==> src/rtl/branch_target_buffer.sv <==
// Direct-mapped branch target buffer with 2-bit saturating direction counters.
// Combinational lookup for IF, trained from ID where control flow resolves.
module branch_target_buffer #(
  parameter int unsigned ADDR_WIDTH = 32,
  parameter int unsigned ENTRIES    = 16,
  parameter int unsigned CNT_WIDTH  = 16,
  parameter logic [1:0]  CTR_INIT   = 2'b01
) (
  input  logic                  clk,
  input  logic                  rst,
  input  logic                  flush,
  input  logic [ADDR_WIDTH-1:0] lk_pc,
  output logic                  lk_hit,
  output logic                  lk_taken,
  output logic [ADDR_WIDTH-1:0] lk_target,
  input  logic                  upd_en,
  input  logic [ADDR_WIDTH-1:0] upd_pc,
  input  logic                  upd_taken,
  input  logic [ADDR_WIDTH-1:0] upd_target,
  output logic                  upd_mispred,
  output logic [CNT_WIDTH-1:0]  upd_count,
  output logic [CNT_WIDTH-1:0]  mispred_count
);

  localparam int unsigned IDX_W = $clog2(ENTRIES);
  localparam int unsigned TAG_W = ADDR_WIDTH - IDX_W - 2;

  logic                  valid_q  [ENTRIES];
  logic [TAG_W-1:0]      tag_q    [ENTRIES];
  logic [ADDR_WIDTH-1:0] target_q [ENTRIES];
  logic [1:0]            ctr_q    [ENTRIES];

  logic [CNT_WIDTH-1:0]  upd_count_q, mispred_count_q;

  logic [IDX_W-1:0] lk_idx, upd_idx;
  logic [TAG_W-1:0] lk_tag, upd_tag;
  logic             upd_hit, pred_taken;
  logic [1:0]       upd_ctr, ctr_new;
  logic             unused_pc_bits;

  assign lk_idx  = lk_pc[IDX_W+1:2];
  assign lk_tag  = lk_pc[ADDR_WIDTH-1:IDX_W+2];
  assign upd_idx = upd_pc[IDX_W+1:2];
  assign upd_tag = upd_pc[ADDR_WIDTH-1:IDX_W+2];

  // Instructions are word aligned, so the byte offset never participates.
  assign unused_pc_bits = ^{lk_pc[1:0], upd_pc[1:0]};

  always_comb begin
    lk_hit    = valid_q[lk_idx] && (tag_q[lk_idx] == lk_tag);
    lk_taken  = lk_hit && ctr_q[lk_idx][1];
    lk_target = lk_hit ? target_q[lk_idx] : '0;
  end

  always_comb begin
    upd_hit    = valid_q[upd_idx] && (tag_q[upd_idx] == upd_tag);
    upd_ctr    = ctr_q[upd_idx];
    pred_taken = upd_hit && upd_ctr[1];
    // Gated by rst so the flag drops the instant reset asserts.
    upd_mispred = upd_en && !rst &&
                  ((pred_taken != upd_taken) ||
                   (upd_taken && pred_taken && (target_q[upd_idx] != upd_target)));
    ctr_new = 2'b10;
    if (upd_hit) begin
      if (upd_taken) ctr_new = (upd_ctr == 2'b11) ? 2'b11 : upd_ctr + 2'd1;
      else           ctr_new = (upd_ctr == 2'b00) ? 2'b00 : upd_ctr - 2'd1;
    end
  end

  always_ff @(posedge clk or posedge rst) begin
    if (rst) begin
      for (int i = 0; i < int'(ENTRIES); i++) begin
        valid_q[i]  <= 1'b0;
        tag_q[i]    <= '0;
        target_q[i] <= '0;
        ctr_q[i]    <= CTR_INIT;
      end
    end else if (flush) begin
      for (int i = 0; i < int'(ENTRIES); i++) begin
        valid_q[i] <= 1'b0;
      end
    end else if (upd_en && (upd_hit || upd_taken)) begin
      // A miss that was not taken leaves the table alone.
      valid_q[upd_idx] <= 1'b1;
      tag_q[upd_idx]   <= upd_tag;
      ctr_q[upd_idx]   <= ctr_new;
      if (upd_taken) target_q[upd_idx] <= upd_target;
    end
  end

  always_ff @(posedge clk or posedge rst) begin
    if (rst) begin
      upd_count_q     <= '0;
      mispred_count_q <= '0;
    end else begin
      if (upd_en)      upd_count_q     <= upd_count_q + 1'b1;
      if (upd_mispred) mispred_count_q <= mispred_count_q + 1'b1;
    end
  end

  assign upd_count     = upd_count_q;
  assign mispred_count = mispred_count_q;

endmodule

==> config.mk <==
export PLATFORM = sky130hd
export DESIGN_NAME = branch_target_buffer
export DESIGN_NICKNAME = d
export VERILOG_FILES = /design/src/rtl/branch_target_buffer.sv
export SDC_FILE = /design/constraint.sdc
export NUM_CORES = 2
export LEC_CHECK = 0
export BUFFER_PORTS_ARGS = -buffer_cell sky130_fd_sc_hd__clkbuf_2
export CAP_MARGIN = 20
export CORE_UTILIZATION = 50
export CTS_BUF_LIST = sky130_fd_sc_hd__clkbuf_4
export DETAILED_ROUTE_END_ITERATION = 8
export GPL_TIMING_DRIVEN = 0
export PLACE_DENSITY = 0.69
export SYNTH_ARGS = -nofsm -noshare
export SYNTH_HDL_FRONTEND = slang
export SYNTH_SLANG_ARGS = --single-unit
export TNS_END_PERCENT = 10
==> constraint.sdc <==
create_clock -name clk -period 27.4 [get_ports clk]
set_input_delay 1.37 -clock clk [delete_from_list [all_inputs] [get_ports clk]]
set_output_delay 1.37 -clock clk [all_outputs]
set_load 0.03 [all_outputs]
==> impl.org <==
** Drt
- Detailed routing inserted a total of 38.3k vias.
- Antenna violation net count after detailed routing :: 0
- Number of design-rule violations left by the first detailed-router iteration :: 4,425
- Sum of routed wire length over all layers :: 201,000 um
- The first detailed-routing pass took 5 iterations.
- Avg WL per Cell :: 35.6 um
- In the routed design, unresolved DRC markers number 0.
- Using the TritonRoute via totals, the vias-per-cell ratio works out to 6.79.

** GRT
- For this run, the total global-route usage over all layers was measured as 36.7%.
- The via count of the first global-routing pass was 39.3k.
- The number of antenna violations at the first check in global routing came to 17.
- Maximum number of pins on one net before global-route repair :: 44
- First-pass GRT wire length :: 287,000 um
- Grt total ovfl :: 0

** Pwr
- Power per cell area :: 65.4 nW/um2
- Worst vdd ir :: 0.0391 mV
- Summing internal, switching and leakage power gives 4060 uW.
- Leakage :: 0.0279 uW

** Job
- Max-cap violations in this run came to 0.

** Synthesis
- XOR/XNOR share of the synthesized area :: 2.27%
- The number of nets handed over by synthesis was 3,647.
- Number of distinct standard cells referenced by the synthesized netlist :: 65
- Yosys attributes the largest share of cell area to sky130_fd_sc_hd__dfrtp_1, sky130_fd_sc_hd__mux4_2, sky130_fd_sc_hd__mux2_2.
- A synthesized cell averages 15.5 um2.
- Area fraction in and, or, nand and nor cells after synthesis :: 2.67%
- Synthesis produced a netlist whose cell count is 3,543.
- Of all flip-flops after synthesis, the portion carrying an async set or reset was 100%.
- Yosys mapped a number of flops with a built-in enable equal to 0.
- Sequential cells were found to cover 46.1% of the synthesized design area.
- FF+latch count, synth :: 1,008
- Yosys warning count :: 0
- For this run, the leading register cell type out of synthesis is sky130_fd_sc_hd__dfrtp_1.
- Main combinational cell family by area after synthesis :: multiplexers
- The synthesized netlist occupies a cell area of 54,800 um2.
- Most area-hungry cell type in the Yosys netlist :: sky130_fd_sc_hd__dfrtp_1
- Summing the areas of all compound-gate instances in the mapped netlist gives 2.65% of the synthesized area.
- Adder-cell share of the synthesized area :: 0.105%
- In the synthesized netlist, mux cells make up 42.9% of the area.
- Area fraction of the dominant cell type after synthesis :: 45.3%

** Timing
- Setup repair after global routing left no endpoint under its margin.
- Derived from the worst setup path, the maximum achievable clock frequency is 100 MHz.
- Period utilization :: 36.4%
- Setup violations remaining at the end of the flow were counted as 0.
- At the pin with the least slew margin, the transition time is 1340 ps.
- Slew Viols, Final :: 0
- Final count of hold timing violations :: 0
- For the finished layout, the period the worst path requires is 9980 ps.
- The worst pin sits at a relative slew slack of 10.7%.
- Final hold analysis gives a worst-case slack of 169 ps.
- Worst Clk Skew :: 102 ps

** Final layout
- The filler cells instantiated in the layout total 8,911.
- Once layout is complete, the cells apart from fillers number 5,647.
- Most common cell after layout, fill and taps aside :: sky130_fd_sc_hd__dfrtp_1
- Final net count :: 4,145
- Cells fill 57.1% of the core in the end.
- Commonest cells after routing, fill and taps aside :: sky130_fd_sc_hd__dfrtp_1, sky130_fd_sc_hd__mux2_2, sky130_fd_sc_hd__mux4_2
- Of the cells placed in the final design, the portion with a size suffix greater than 1 is 51.0%.
- Relative to the synthesized area, the layout overhead comes to 13.3%.

** Setup path
- Critical path peak fanout :: 10
- STA classifies the critical path startpoint as a primary input.
- Setup slack of the most critical reg-to-reg path :: 21,710 ps
- The worst setup path is of the primary input to primary output kind.
- Number of cells on the worst reg-to-reg path :: 17
- Critical R2R Launch :: tag_q[308]
- Type of element capturing the critical path :: primary output
- Data on the critical path arrives at its endpoint at 8610 ps.
- Data on the critical path is required at its endpoint by 26,030 ps.
- The endpoint identified for the worst register-to-register timing path is mispred_count[12].

** Floorplan
- Height of the chip :: 333 um
- From left edge to right edge, the die measures 333 um.
- Pin placement for this block handled 168 I/O pins.
- In this run the standard cell core region covers 109,000 um2.
- The initial utilization of the core area, before any placement, comes to 50.4%.
- Row generation in the floorplan step produced 121 rows.
- The die covers 111,000 um2.

** Clock tree
- Post-CTS repair changed the size of 0 cells.
- After clock tree synthesis, the clock-pin slew on the worst setup and hold paths is 60 ps.
- For the worst-skew pair, the clock arrives at the later sink with an insertion delay of 1280 ps.
- The cell sitting at the root of the clock tree is a sky130_fd_sc_hd__clkbuf_4.
- The number of setup buffers added after CTS is 0.
- The H-tree generated during clock tree synthesis spans 5 levels.
- In this run the deepest clock path goes through 4 buffers.
- Post-CTS Hold Fix Bufs :: 0
- TritonCTS built the clock tree.
- Inserted Clock Buffers :: 299
- Number of sinks handled by clock tree synthesis :: 1,008

** Run status
- The flow ran to the end, and the final reports show no timing, DRC or antenna violations.

** Min path
- Class of the most critical hold timing path :: primary input to async pin

** Placed design
- Number of port buffers :: 118
- Routability-driven placement finished with a final weighted congestion of 0.939.
- Once detailed placement completed, the half-perimeter wirelength came to 137,000 um.
- In this run, placement finished with an instance count of 5,150.
## logic make-up (layout without fill, tap and decap cells)
kind of cell / after synthesis / in the layout
adder cells (fa/ha/maj): 5 / 5
other: 0 / 13
AO/OA/AOI/OAI: 183 / 183
flip-flops: 1008 / 1008
buffers and inverters: 385 / 1062
XOR/XNOR: 142 / 142
AND/OR/NAND/NOR: 271 / 271
multiplexers: 1549 / 1549
## worst max-delay path, cell delays in order
cell                       delay, ps
sky130_fd_sc_hd__clkbuf_2         90
sky130_fd_sc_hd__buf_4           230
sky130_fd_sc_hd__buf_2           470
sky130_fd_sc_hd__buf_2           530
sky130_fd_sc_hd__buf_2           760
sky130_fd_sc_hd__buf_1           940
sky130_fd_sc_hd__buf_2           700
sky130_fd_sc_hd__mux4_2          420
sky130_fd_sc_hd__mux4_2          540
sky130_fd_sc_hd__and3_1          240
sky130_fd_sc_hd__ha_1            330
sky130_fd_sc_hd__a221oi_1        350
sky130_fd_sc_hd__o211ai_1        250
sky130_fd_sc_hd__nor4_1          260
sky130_fd_sc_hd__and4_1          380
sky130_fd_sc_hd__clkbuf_1        280
sky130_fd_sc_hd__nor2_1          150
sky130_fd_sc_hd__clkbuf_2        250
## registers in the layout, indices dropped and copies added, names as in the netlist
name,count
ctr_q,32
target_q,512
upd_count,16
tag_q,416
valid_q,16
mispred_count,16
## routing by layer
| metal | share of wire (%) | track usage [%] | wire length [um] |
|---|---|---|---|
| met1 | 36 | 45.1 | 72500 |
| met5 | 0.035 | 0 | 71 |
| met4 | 7.6 | 25.9 | 15300 |
| met3 | 11 | 11.4 | 21500 |
| met2 | 46 | 55.2 | 91500 |
## final cells by class
type	instances	area (um2)	share of cell area, %
multi-input cells	2150	27700	44.7
flip-flops and latches	1008	25200	40.7
clock buffers	414	3110	5.01
repair buffers	197	1960	3.16
well taps	1414	1770	2.85
plain buffers	346	1710	2.75
clock inverters	66	370	0.597
inverters	39	150	0.242
diodes	13	32.5	0.0524
## worst max-delay path by stage
stage          startpoint           to  depth (start not counted)
2_1_floorplan         rst  upd_mispred                          3
3_5_place_dp    upd_pc[3]  upd_mispred                         18
5_1_grt         upd_pc[3]  upd_mispred                         18
3_3_place_gp          rst  upd_mispred                          5
6_report        upd_pc[3]  upd_mispred                         18
4_1_cts         upd_pc[3]  upd_mispred                         18
## cells in the mapped netlist, types with 7 or more instances
cell type and instances:
sky130_fd_sc_hd__o22ai_1 26, sky130_fd_sc_hd__mux2_1 63, sky130_fd_sc_hd__and3_1 11, sky130_fd_sc_hd__mux2i_1 114, sky130_fd_sc_hd__nand4_1 21, sky130_fd_sc_hd__nor4b_1 7, sky130_fd_sc_hd__nor3_1 17, sky130_fd_sc_hd__o21ai_0 42
sky130_fd_sc_hd__inv_1 37, sky130_fd_sc_hd__nor2b_1 45, sky130_fd_sc_hd__mux2_4 106, sky130_fd_sc_hd__a221oi_1 14, sky130_fd_sc_hd__buf_8 13, sky130_fd_sc_hd__nand2b_1 9, sky130_fd_sc_hd__a21oi_1 15, sky130_fd_sc_hd__nor4_1 13
sky130_fd_sc_hd__nand3_1 27, sky130_fd_sc_hd__clkbuf_1 195, sky130_fd_sc_hd__xnor2_1 90, sky130_fd_sc_hd__buf_1 57, sky130_fd_sc_hd__dfstp_2 16, sky130_fd_sc_hd__buf_6 12, sky130_fd_sc_hd__a22oi_1 11, sky130_fd_sc_hd__mux2_2 753
sky130_fd_sc_hd__mux4_2 506, sky130_fd_sc_hd__buf_4 15, sky130_fd_sc_hd__a21oi_4 14, sky130_fd_sc_hd__dfrtp_1 992, sky130_fd_sc_hd__xor2_1 52, sky130_fd_sc_hd__mux4_1 7, sky130_fd_sc_hd__nor2_1 32, sky130_fd_sc_hd__o22a_1 16
sky130_fd_sc_hd__a22o_1 18, sky130_fd_sc_hd__nand2_1 67, sky130_fd_sc_hd__buf_2 52
## per-stage QoR
stage	setup TNS (ps)	setup WS, ps	cell area [um2]
2_1_floorplan	0	7420	54800
3_3_place_gp	-48050	-4150	57200
3_5_place_dp	0	17640	58500
4_1_cts	0	17620	62000
5_1_grt	0	17390	62000
6_report	0	17420	62100
## power breakdown
part           total [uW]  switching (uW)  internal (uW)
clock network        1400             669            729
registers            1860             163           1690
logic                 805             371            434
total                4060            1200           2860
Note: power is estimated with default switching activity, not from simulation.
